==> src/rtl/clock_pkg.sv <==
// Shared constants, types and helpers for the clock time-setting controller.
// Latency: n/a (package only).
// Backpressure: n/a (package only).
package clock_pkg;

  // Field widths
  localparam int HR_W = 5;
  localparam int MS_W = 6;

  // Field maxima, held at the wider width so one set of helpers serves all fields
  localparam logic [MS_W-1:0] HR_MAX  = 6'd23;
  localparam logic [MS_W-1:0] MIN_MAX = 6'd59;
  localparam logic [MS_W-1:0] SEC_MAX = 6'd59;

  // blink_mask bit positions
  localparam int BLINK_HR_BIT  = 2;
  localparam int BLINK_MIN_BIT = 1;
  localparam int BLINK_SEC_BIT = 0;

  // Edit FSM state; the encoding is also the external mode output
  typedef enum logic [1:0] {
    RUN     = 2'd0,
    SET_HR  = 2'd1,
    SET_MIN = 2'd2,
    SET_SEC = 2'd3
  } state_e;

  // One hh:mm:ss value
  typedef struct packed {
    logic [HR_W-1:0] hr;
    logic [MS_W-1:0] mins;
    logic [MS_W-1:0] secs;
  } time_t;

  // Out-of-range values saturate at the field maximum
  function automatic logic [MS_W-1:0] clamp_field(input logic [MS_W-1:0] v,
                                                  input logic [MS_W-1:0] mx);
    return (v > mx) ? mx : v;
  endfunction

  // Increment with wrap from max back to zero
  function automatic logic [MS_W-1:0] wrap_inc(input logic [MS_W-1:0] v,
                                               input logic [MS_W-1:0] mx);
    return (v >= mx) ? '0 : v + MS_W'(1);
  endfunction

  // Decrement with wrap from zero up to max
  function automatic logic [MS_W-1:0] wrap_dec(input logic [MS_W-1:0] v,
                                               input logic [MS_W-1:0] mx);
    return ((v == '0) || (v > mx)) ? mx : v - MS_W'(1);
  endfunction

  // Active field shows the blink phase; every other field stays lit
  function automatic logic [2:0] blink_for(input state_e st, input logic phase);
    logic [2:0] m;
    m = 3'b000;
    case (st)
      SET_HR:  m[BLINK_HR_BIT]  = phase;
      SET_MIN: m[BLINK_MIN_BIT] = phase;
      SET_SEC: m[BLINK_SEC_BIT] = phase;
      default: m = 3'b000;
    endcase
    return m;
  endfunction

endpackage

==> src/rtl/btn_debounce.sv <==
// Push-button conditioner: 2-FF synchronizer, stability counter, rising-edge pulse.
// Latency: 2 sync cycles + DEBOUNCE_CYCLES stable samples, then a 1-cycle btn_evt.
// Backpressure: none; btn_evt is a fire-and-forget pulse, one per debounced press.
// Ports: clk, reset (async active-low), btn_raw (async input), btn_evt (press pulse).
module btn_debounce #(
  parameter int DEBOUNCE_CYCLES = 1000000
) (
  input  logic clk,
  input  logic reset,
  input  logic btn_raw,
  output logic btn_evt
);

  localparam int CNT_W = (DEBOUNCE_CYCLES > 1) ? $clog2(DEBOUNCE_CYCLES) : 1;
  localparam logic [CNT_W-1:0] CNT_LAST = CNT_W'(DEBOUNCE_CYCLES - 1);

  logic [1:0]       sync_q,  sync_d;
  logic [CNT_W-1:0] cnt_q,   cnt_d;
  logic             level_q, level_d;
  logic             evt_q,   evt_d;

  // The counter only runs while the synchronized input disagrees with the
  // debounced level; a bounce back to the old level resets it, so any change
  // restarts the stability window.
  always_comb begin
    sync_d  = {sync_q[0], btn_raw};
    cnt_d   = cnt_q;
    level_d = level_q;
    evt_d   = 1'b0;
    if (sync_q[1] == level_q) begin
      cnt_d = '0;
    end else if (cnt_q == CNT_LAST) begin
      cnt_d   = '0;
      level_d = sync_q[1];
      evt_d   = sync_q[1];   // pulse only on the 0->1 transition
    end else begin
      cnt_d = cnt_q + CNT_W'(1);
    end
  end

  always_ff @(posedge clk or negedge reset) begin
    if (!reset) begin
      sync_q  <= '0;
      cnt_q   <= '0;
      level_q <= 1'b0;
      evt_q   <= 1'b0;
    end else begin
      sync_q  <= sync_d;
      cnt_q   <= cnt_d;
      level_q <= level_d;
      evt_q   <= evt_d;
    end
  end

  assign btn_evt = evt_q;

endmodule

==> src/rtl/clock_set_ctrl.sv <==
// Time-setting controller: debounced buttons drive an edit FSM that freezes,
// edits and reloads the hr/min/sec counter, plus a per-field blink mask.
// Latency: outputs update on the clk edge after a press event; load is a 1-cycle strobe.
// Backpressure: none; the counter must accept load whenever it is asserted.
// Ports: clk, reset (async active-low), tick_1hz (clock enable), btn_mode/inc/dec (raw),
//        cur_hr/min/sec (counter value) in; run_en, load, load_hr/min/sec, blink_mask, mode out.
module clock_set_ctrl
  import clock_pkg::*;
#(
  parameter int DEBOUNCE_CYCLES = 1000000,
  parameter int IDLE_TIMEOUT    = 30
) (
  input  logic            clk,
  input  logic            reset,
  input  logic            tick_1hz,
  input  logic            btn_mode,
  input  logic            btn_inc,
  input  logic            btn_dec,
  input  logic [HR_W-1:0] cur_hr,
  input  logic [MS_W-1:0] cur_min,
  input  logic [MS_W-1:0] cur_sec,
  output logic            run_en,
  output logic            load,
  output logic [HR_W-1:0] load_hr,
  output logic [MS_W-1:0] load_min,
  output logic [MS_W-1:0] load_sec,
  output logic [2:0]      blink_mask,
  output logic [1:0]      mode
);

  localparam int IDLE_W = $clog2(IDLE_TIMEOUT + 1);
  localparam logic [IDLE_W-1:0] IDLE_LAST = IDLE_W'(IDLE_TIMEOUT);

  logic mode_evt, inc_evt, dec_evt;

  btn_debounce #(.DEBOUNCE_CYCLES(DEBOUNCE_CYCLES)) u_db_mode (
    .clk     (clk),
    .reset   (reset),
    .btn_raw (btn_mode),
    .btn_evt (mode_evt)
  );

  btn_debounce #(.DEBOUNCE_CYCLES(DEBOUNCE_CYCLES)) u_db_inc (
    .clk     (clk),
    .reset   (reset),
    .btn_raw (btn_inc),
    .btn_evt (inc_evt)
  );

  btn_debounce #(.DEBOUNCE_CYCLES(DEBOUNCE_CYCLES)) u_db_dec (
    .clk     (clk),
    .reset   (reset),
    .btn_raw (btn_dec),
    .btn_evt (dec_evt)
  );

  state_e            state_q,    state_d;
  time_t             edit_q,     edit_d;
  time_t             load_val_q, load_val_d;
  logic              load_q,     load_d;
  logic              run_en_q,   run_en_d;
  logic              phase_q,    phase_d;
  logic [IDLE_W-1:0] idle_q,     idle_d;
  logic [2:0]        blink_q,    blink_d;

  logic              any_evt;
  logic              inc_only;
  logic              dec_only;
  logic [IDLE_W-1:0] idle_inc;

  always_comb begin
    state_d    = state_q;
    edit_d     = edit_q;
    load_val_d = load_val_q;
    load_d     = 1'b0;
    run_en_d   = run_en_q;
    phase_d    = phase_q;
    idle_d     = idle_q;

    any_evt  = mode_evt | inc_evt | dec_evt;
    // Opposing inc/dec in one cycle cancel each other out
    inc_only = inc_evt & ~dec_evt;
    dec_only = dec_evt & ~inc_evt;
    idle_inc = idle_q + IDLE_W'(1);

    if (state_q == RUN) begin
      run_en_d = 1'b1;
      phase_d  = 1'b0;
      idle_d   = '0;
      if (mode_evt) begin
        edit_d.hr   = HR_W'(clamp_field(MS_W'(cur_hr), HR_MAX));
        edit_d.mins = clamp_field(cur_min, MIN_MAX);
        edit_d.secs = clamp_field(cur_sec, SEC_MAX);
        state_d     = SET_HR;
        run_en_d    = 1'b0;
        phase_d     = 1'b1;   // field goes dark right away on entry
      end
    end else begin
      if (tick_1hz) begin
        phase_d = ~phase_q;
      end

      if (mode_evt) begin
        // mode outranks any inc/dec arriving in the same cycle
        idle_d  = '0;
        phase_d = 1'b1;
        case (state_q)
          SET_HR:  state_d = SET_MIN;
          SET_MIN: state_d = SET_SEC;
          default: begin
            state_d    = RUN;
            run_en_d   = 1'b1;
            load_d     = 1'b1;
            load_val_d = edit_q;
            phase_d    = 1'b0;
          end
        endcase
      end else if (any_evt) begin
        // A button event beats a coincident tick for the idle counter
        idle_d = '0;
        if (inc_only) begin
          case (state_q)
            SET_HR:  edit_d.hr   = HR_W'(wrap_inc(MS_W'(edit_q.hr), HR_MAX));
            SET_MIN: edit_d.mins = wrap_inc(edit_q.mins, MIN_MAX);
            default: edit_d.secs = wrap_inc(edit_q.secs, SEC_MAX);
          endcase
        end else if (dec_only) begin
          case (state_q)
            SET_HR:  edit_d.hr   = HR_W'(wrap_dec(MS_W'(edit_q.hr), HR_MAX));
            SET_MIN: edit_d.mins = wrap_dec(edit_q.mins, MIN_MAX);
            default: edit_d.secs = wrap_dec(edit_q.secs, SEC_MAX);
          endcase
        end
      end else if (tick_1hz) begin
        if (idle_inc == IDLE_LAST) begin
          // Abandon the edit; the counter resumes from where it was frozen
          state_d  = RUN;
          run_en_d = 1'b1;
          phase_d  = 1'b0;
          idle_d   = '0;
        end else begin
          idle_d = idle_inc;
        end
      end
    end

    blink_d = blink_for(state_d, phase_d);
  end

  always_ff @(posedge clk or negedge reset) begin
    if (!reset) begin
      state_q    <= RUN;
      edit_q     <= '0;
      load_val_q <= '0;
      load_q     <= 1'b0;
      run_en_q   <= 1'b1;
      phase_q    <= 1'b0;
      idle_q     <= '0;
      blink_q    <= 3'b000;
    end else begin
      state_q    <= state_d;
      edit_q     <= edit_d;
      load_val_q <= load_val_d;
      load_q     <= load_d;
      run_en_q   <= run_en_d;
      phase_q    <= phase_d;
      idle_q     <= idle_d;
      blink_q    <= blink_d;
    end
  end

  assign run_en     = run_en_q;
  assign load       = load_q;
  assign load_hr    = load_val_q.hr;
  assign load_min   = load_val_q.mins;
  assign load_sec   = load_val_q.secs;
  assign blink_mask = blink_q;
  assign mode       = state_q;

endmodule

==> config.mk <==
export PLATFORM = sky130hd
export DESIGN_NAME = clock_set_ctrl
export DESIGN_NICKNAME = d
export VERILOG_FILES = /design/src/rtl/clock_pkg.sv /design/src/rtl/btn_debounce.sv /design/src/rtl/clock_set_ctrl.sv
export SDC_FILE = /design/constraint.sdc
export NUM_CORES = 1
export LEC_CHECK = 0
export CORE_ASPECT_RATIO = 0.6
export CORE_MARGIN = 1
export CORE_UTILIZATION = 60
export CTS_CLUSTER_DIAMETER = 80
export DETAILED_ROUTE_END_ITERATION = 12
export DONT_BUFFER_PORTS = 1
export PLACE_DENSITY = 0.76
export SYNTH_ARGS = -nofsm -noshare
export SYNTH_HDL_FRONTEND = slang
export SYNTH_SLANG_ARGS = --single-unit
==> constraint.sdc <==
create_clock -name clk -period 5.9 [get_ports clk]
set_input_delay 0.59 -clock clk [delete_from_list [all_inputs] [get_ports clk]]
set_output_delay 0.59 -clock clk [all_outputs]
set_load 0.02 [all_outputs]
# Word level (Yosys, flattened, before mapping)
# Index checks and enable logic that the tools add are counted.
dict set report word_totals {
  reg_bits 119
  inputBits 23
  output_inout_bits 24
  word_cells 162
}
dict set report classes {
  addsub 10
  order_cmp 9
  eq_ne 18
  n_mux 66
  bitwise 12
  reduce_logical 23
}
# op count
set ops {}
lappend ops {{$mux 20} 6}
lappend ops {{$mux 17} 6}
lappend ops {{$add 20x1->20 const B} 3}
lappend ops {{$eq 20x20->1 const B} 3}
lappend ops {{$mux 6} 10}
lappend ops {{$mux 5} 10}
lappend ops {{$mux 1} 27}
lappend ops {{$gt 6x6->1 const B} 4}
lappend ops {{$add 6x1->6 const B} 2}
lappend ops {{$ge 6x6->1 const B} 2}
lappend ops {{$logic_not 6->1} 2}
lappend ops {{$mux 2} 6}
lappend ops {{$sub 6x1->6 const B} 2}
lappend ops {{$add 5x1->5 const B} 2}
lappend ops {{$gt 5x5->1 const B} 2}
lappend ops {{$reduce_and 5->1} 2}
lappend ops {{$reduce_bool 3->1} 3}
lappend ops {{$not 1->1} 8}
lappend ops {{$eq 2x2->1 const B} 3}
lappend ops {{$ne 3x2->1 const B} 2}
lappend ops {{$reduce_and 2->1} 3}
lappend ops {{$reduce_and 6->1} 1}
lappend ops {{$reduce_bool 2->1} 3}
lappend ops {{$eq 5x5->1 const B} 1}
lappend ops {{other kinds (18)} 25}

# Depth between registers and ports, before layout
dict set report logic_depth {
  word_depth 9
  ltp_mapped 10
  mapped_depth_nobuf 9
}

# Hierarchy
# Synthesis repeated with hierarchy kept, for this count alone.
dict set report hier_totals {
  hier_cells 712
  area_unflattened_um2 6560.0
}
# mod instances cells_each area_per_inst_um2 seq_area_each_um2
set by_module_without_submodules {}
lappend by_module_without_submodules {btn_debounce 3 116 1136.1 600.6}
lappend by_module_without_submodules {clock_set_ctrl 1 364 3151.8 1177.4}

# Worst setup path after synthesis
# Ideal clock, no wire load.
dict set report synth_timing {
  path_kind {register -> register}
  startpoint {register state_q[1], in the netlist mode[1]}
  endpoint {register idle_q[2]}
  setup_ns 0.104
  t_arrival_ns 2.458
  required_ns 5.796
  setup_slack_ns 3.339
  stages_incl_launch_ff 11
  path_buffers 1
  period_less_slack_ns 2.561
  cell_sequence {dfrtp_1 -> inv_1 -> ha_1 -> inv_1 -> clkbuf_1 -> ha_1 -> nor2b_1 -> nor3_4 -> or3b_4 -> or3b_1 -> o311ai_1}
}
dict set report synth_between {
  elab_chain_len 2
  elab_cells_between_ends 3
  classes_between {mux (1); reduce/logical (2)}
}
# element line_no
set synth_rtl {}
lappend synth_rtl {{start: declaration} clock_set_ctrl.sv:57} ;# state_e state_q, state_d;
lappend synth_rtl {{start signal: assignment} clock_set_ctrl.sv:161} ;# state_q <= state_d;
lappend synth_rtl {{$logic_not 2->1 (*)} clock_set_ctrl.sv:86} ;# if (state_q == RUN) begin
lappend synth_rtl {{$reduce_bool 4->1 (no line) / $mux 5 (equally long branches)} --}
lappend synth_rtl {{end signal: assignment} clock_set_ctrl.sv:167} ;# idle_q <= idle_d;
lappend synth_rtl {{end: declaration} clock_set_ctrl.sv:63} ;# logic [IDLE_W-1:0] idle_q, idle_d;
# Every way passes the cells marked *; elsewhere a longest branch is shown, timed or not.
# A chain may end at the register's enable or synchronous reset.

# Worst setup path in the final report
# Ends and elaborated chain as after synthesis.

==> metrics.txt <==
run status=finished clean; Synth Instances=about 670; share of layout cells above drive strength 1=7.67%; count of cell types in the netlist=66; largest net degree at the start of global routing=119; Clock Latency Late Sink=0.41 ns; port bufs=0; syn nets=717; TritonCTS clock tree=built; Worst-Margin Slew=roughly 1.1 ns; Final Slew Violations=0; Post-CTS Setup Inserts=0; Crit Path Max Fanout=32; die width=~130 microns; CP cell instances=inv_1 -> ha_1 -> buf_4 -> inv_1 -> ha_1 -> nor2b_1 -> nor3_4 -> or3b_4 -> or3b_1 -> o311ai_1; worst hold-check path type=in -> async; RD Place Congestion=0.897; WHS=0.0262 ns; Longest Clk Path Bufs=2; Final Cycle Share=between 50% and 60%; number of global-route vias before repair=~4,700; DR pass1 iterations=5; clk root buf=clkbuf_16; Ys Warns=0; # H-tree levels=4; Resized cells post-CTS=0; Worst Path Arrival=3.35 ns; GRT Resource Usage Total=27.5%; Req. time, crit path=a little over 6 ns; Clock Sinks=119; crit path capture type=register; die height=81.8 microns; ant diodes=0; io pins=47; final setup vio count=0; Setup Skew=0.00650 ns; Seq cells post-synth=119; clock period minus worst slack=3.05 ns; max cap viols=0; DRT antenna net count=0; power per standard cell area=between 300 and 400 mW/mm^2; die area=0.0110 sq mm; GRT overflow=0; Async S/R FF share, synth=100%; Main synth FF type=dfrtp_1; RSZ-0062 raised after global routing=no; Rel. slew slack=27.3%; Layout area overhead=9.59%; Pwr Total=2.28 mW; max incr delay on CP=0.50 ns; Slowest-stage cell, CP=dfrtp_1; first-pass GRT wire length=between 20,000 and 25,000 microns; Core ar.=a little over 0.01 sq mm; VDD IR-drop max=0.247 mV; Synth Area per Inst=9.45 sq um; row cnt=28; Worst-path clk slew=0.05 ns; fmax=about 330 MHz; vias=5,005; TNS Setup=0 ns; Post-synth EDFFs=0; Iter 0 DRT Violations=~440; initial core utilization=63.1%; WS Path Type=reg -> reg; routed wire length=13,900 microns; DR WL/cell=roughly 17 microns; hold-fix buffers at CTS=1; post-synthesis cell area=0.00637 sq mm; endpoints failing hold=0; cell taking the most area after synthesis=dfrtp_1; Static Leakage=3.04 nW; DRC viols=0; post-synth top area share=46.4%; top cells by area, synth=dfrtp_1 46%, nor2_1 5.4%, xor2_1 5.0%, xnor2_1 4.8%, ha_1 3.9%; initial antenna violation count=0; Worst Setup Start Kind=register; sequential share of the synthesized area=46.8%; CTS Buf Count=17; dpl hpwl=9200 microns; post-DR vias/cell=about 6.2; nets=between 700 and 800
==> metrics by stage <==
step	area (sq um)	cells	util, %	setup slack, ns
floorplan	6370	674	-	3.34
global placement	6440	784	63.8	3.05
detailed placement	6440	784	63.8	2.92
CTS	6980	813	69.1	2.89
global route	6980	813	69.1	2.65
finish	6980	813	69.1	2.85
==> cells in the final DEF (no fill, tap or decap), types with 3 or more instances in the layout <==
cell | synthesis | layout
dfrtp_1 | 118 | 118
nor2_1 | 91 | 91
nand2_1 | 63 | 63
nand3_1 | 37 | 37
xor2_1 | 36 | 36
xnor2_1 | 35 | 35
o21ai_0 | 33 | 33
inv_1 | 26 | 26
ha_1 | 20 | 20
nand4_1 | 19 | 19
clkbuf_16 | 0 | 17
nor3_1 | 15 | 15
a21oi_1 | 15 | 15
mux2_2 | 13 | 13
and3_1 | 12 | 12
a31oi_1 | 9 | 9
nor4_1 | 7 | 7
nor4b_1 | 5 | 5
nand3b_1 | 5 | 5
nor3b_1 | 5 | 5
nor2b_1 | 5 | 5
o22ai_1 | 5 | 5
o211ai_1 | 5 | 5
clkinv_2 | 0 | 5
or2_2 | 4 | 4
o221ai_1 | 4 | 4
a32oi_1 | 4 | 4
clkbuf_1 | 19 | 4
and2_1 | 3 | 3
a21o_1 | 3 | 3
o21a_1 | 3 | 3
mux2i_1 | 3 | 3
a22oi_1 | 3 | 3
==> synthesized netlist by cell type, types with 3 or more instances <==
cell type / number
a21o_1: 3
a21oi_1: 15
a22oi_1: 3
a31oi_1: 9
a32oi_1: 4
and2_1: 3
and3_1: 12
buf_1: 3
buf_2: 4
clkbuf_1: 19
dfrtp_1: 118
ha_1: 20
inv_1: 26
mux2_2: 13
mux2i_1: 3
nand2_1: 63
nand3_1: 37
nand3b_1: 5
nand4_1: 19
nor2_1: 91
nor2b_1: 5
nor3_1: 15
nor3b_1: 5
nor4_1: 7
nor4b_1: 5
o211ai_1: 5
o21a_1: 3
o21ai_0: 33
o221ai_1: 4
o22ai_1: 5
or2_2: 4
xnor2_1: 35
xor2_1: 36
==> cell type report <==
type / count / area (sq um)
clock buffer: 22 / 454
inverter: 26 / 97.6
clock inverter: 6 / 55.1
timing repair buffer: 2 / 35.0
sequential: 119 / 2980
tap: 135 / 169
multi-input combinational: 503 / 3190
fill: 761 / 3110
==> path summary, 6_finish.rpt <==
check	cells after the start	startpoint	endpoint	slack [ns]
hold reg to reg	0	u_db_dec.sync_q[0]	u_db_dec.sync_q[1]	0.36
hold / removal	0	reset	run_en	0.03
min in group clk	0	btn_inc	u_db_inc.sync_q[0]	0.21
max in group asynchronous	1	reset	u_db_inc.cnt_q[6]	5.31
setup reg to reg	10	mode[1]	idle_q[2]	2.85
setup / recovery	10	mode[1]	idle_q[2]	2.85
==> sequential cells by signal, summed over array words and instances (netlist names), 3 cells and up <==
| register | cells |
|---|---|
| load_sec | 6 |
| u_db_mode.cnt_q | 20 |
| edit_q | 17 |
| blink_mask | 3 |
| u_db_inc.cnt_q | 20 |
| idle_q | 5 |
| load_hr | 5 |
| u_db_dec.cnt_q | 20 |
| load_min | 6 |
==> logic make-up after synthesis <==
logic type,Yosys count,synth area share [%]
fa+ha+maj,20,3.93
compound gates,105,10.8
mux,16,2.77
flops,119,46.8
xor+xnor,71,9.77
buf+inv,52,3.14
simple gates,291,22.8
==> worst max-delay path, delay by kind of cell (launching register included) <==
kind	cells	cell delay, ns
AO/OA/AOI/OAI	1	0.09
buffers and inverters	3	0.80
adder cells (fa/ha/maj)	2	0.43
flip-flops	1	0.50
AND/OR/NAND/NOR	4	1.10
==> power breakdown <==
part / internal [mW] / switching [mW]
clock: 0.575 / 0.340
sequential: 0.873 / 0.113
combinational: 0.161 / 0.221
==> layer usage <==
layer  GRT usage [%]  vias to the layer above  wire length (microns)
met5               0                        -                      0
met4            9.55                        0                    208
met3            7.28                       26                   1070
met2            42.4                      196                   6260
met1            37.9                     2423                   6400
li1                -                     2360                      -
Note: power is estimated with default switching activity, not from simulation.
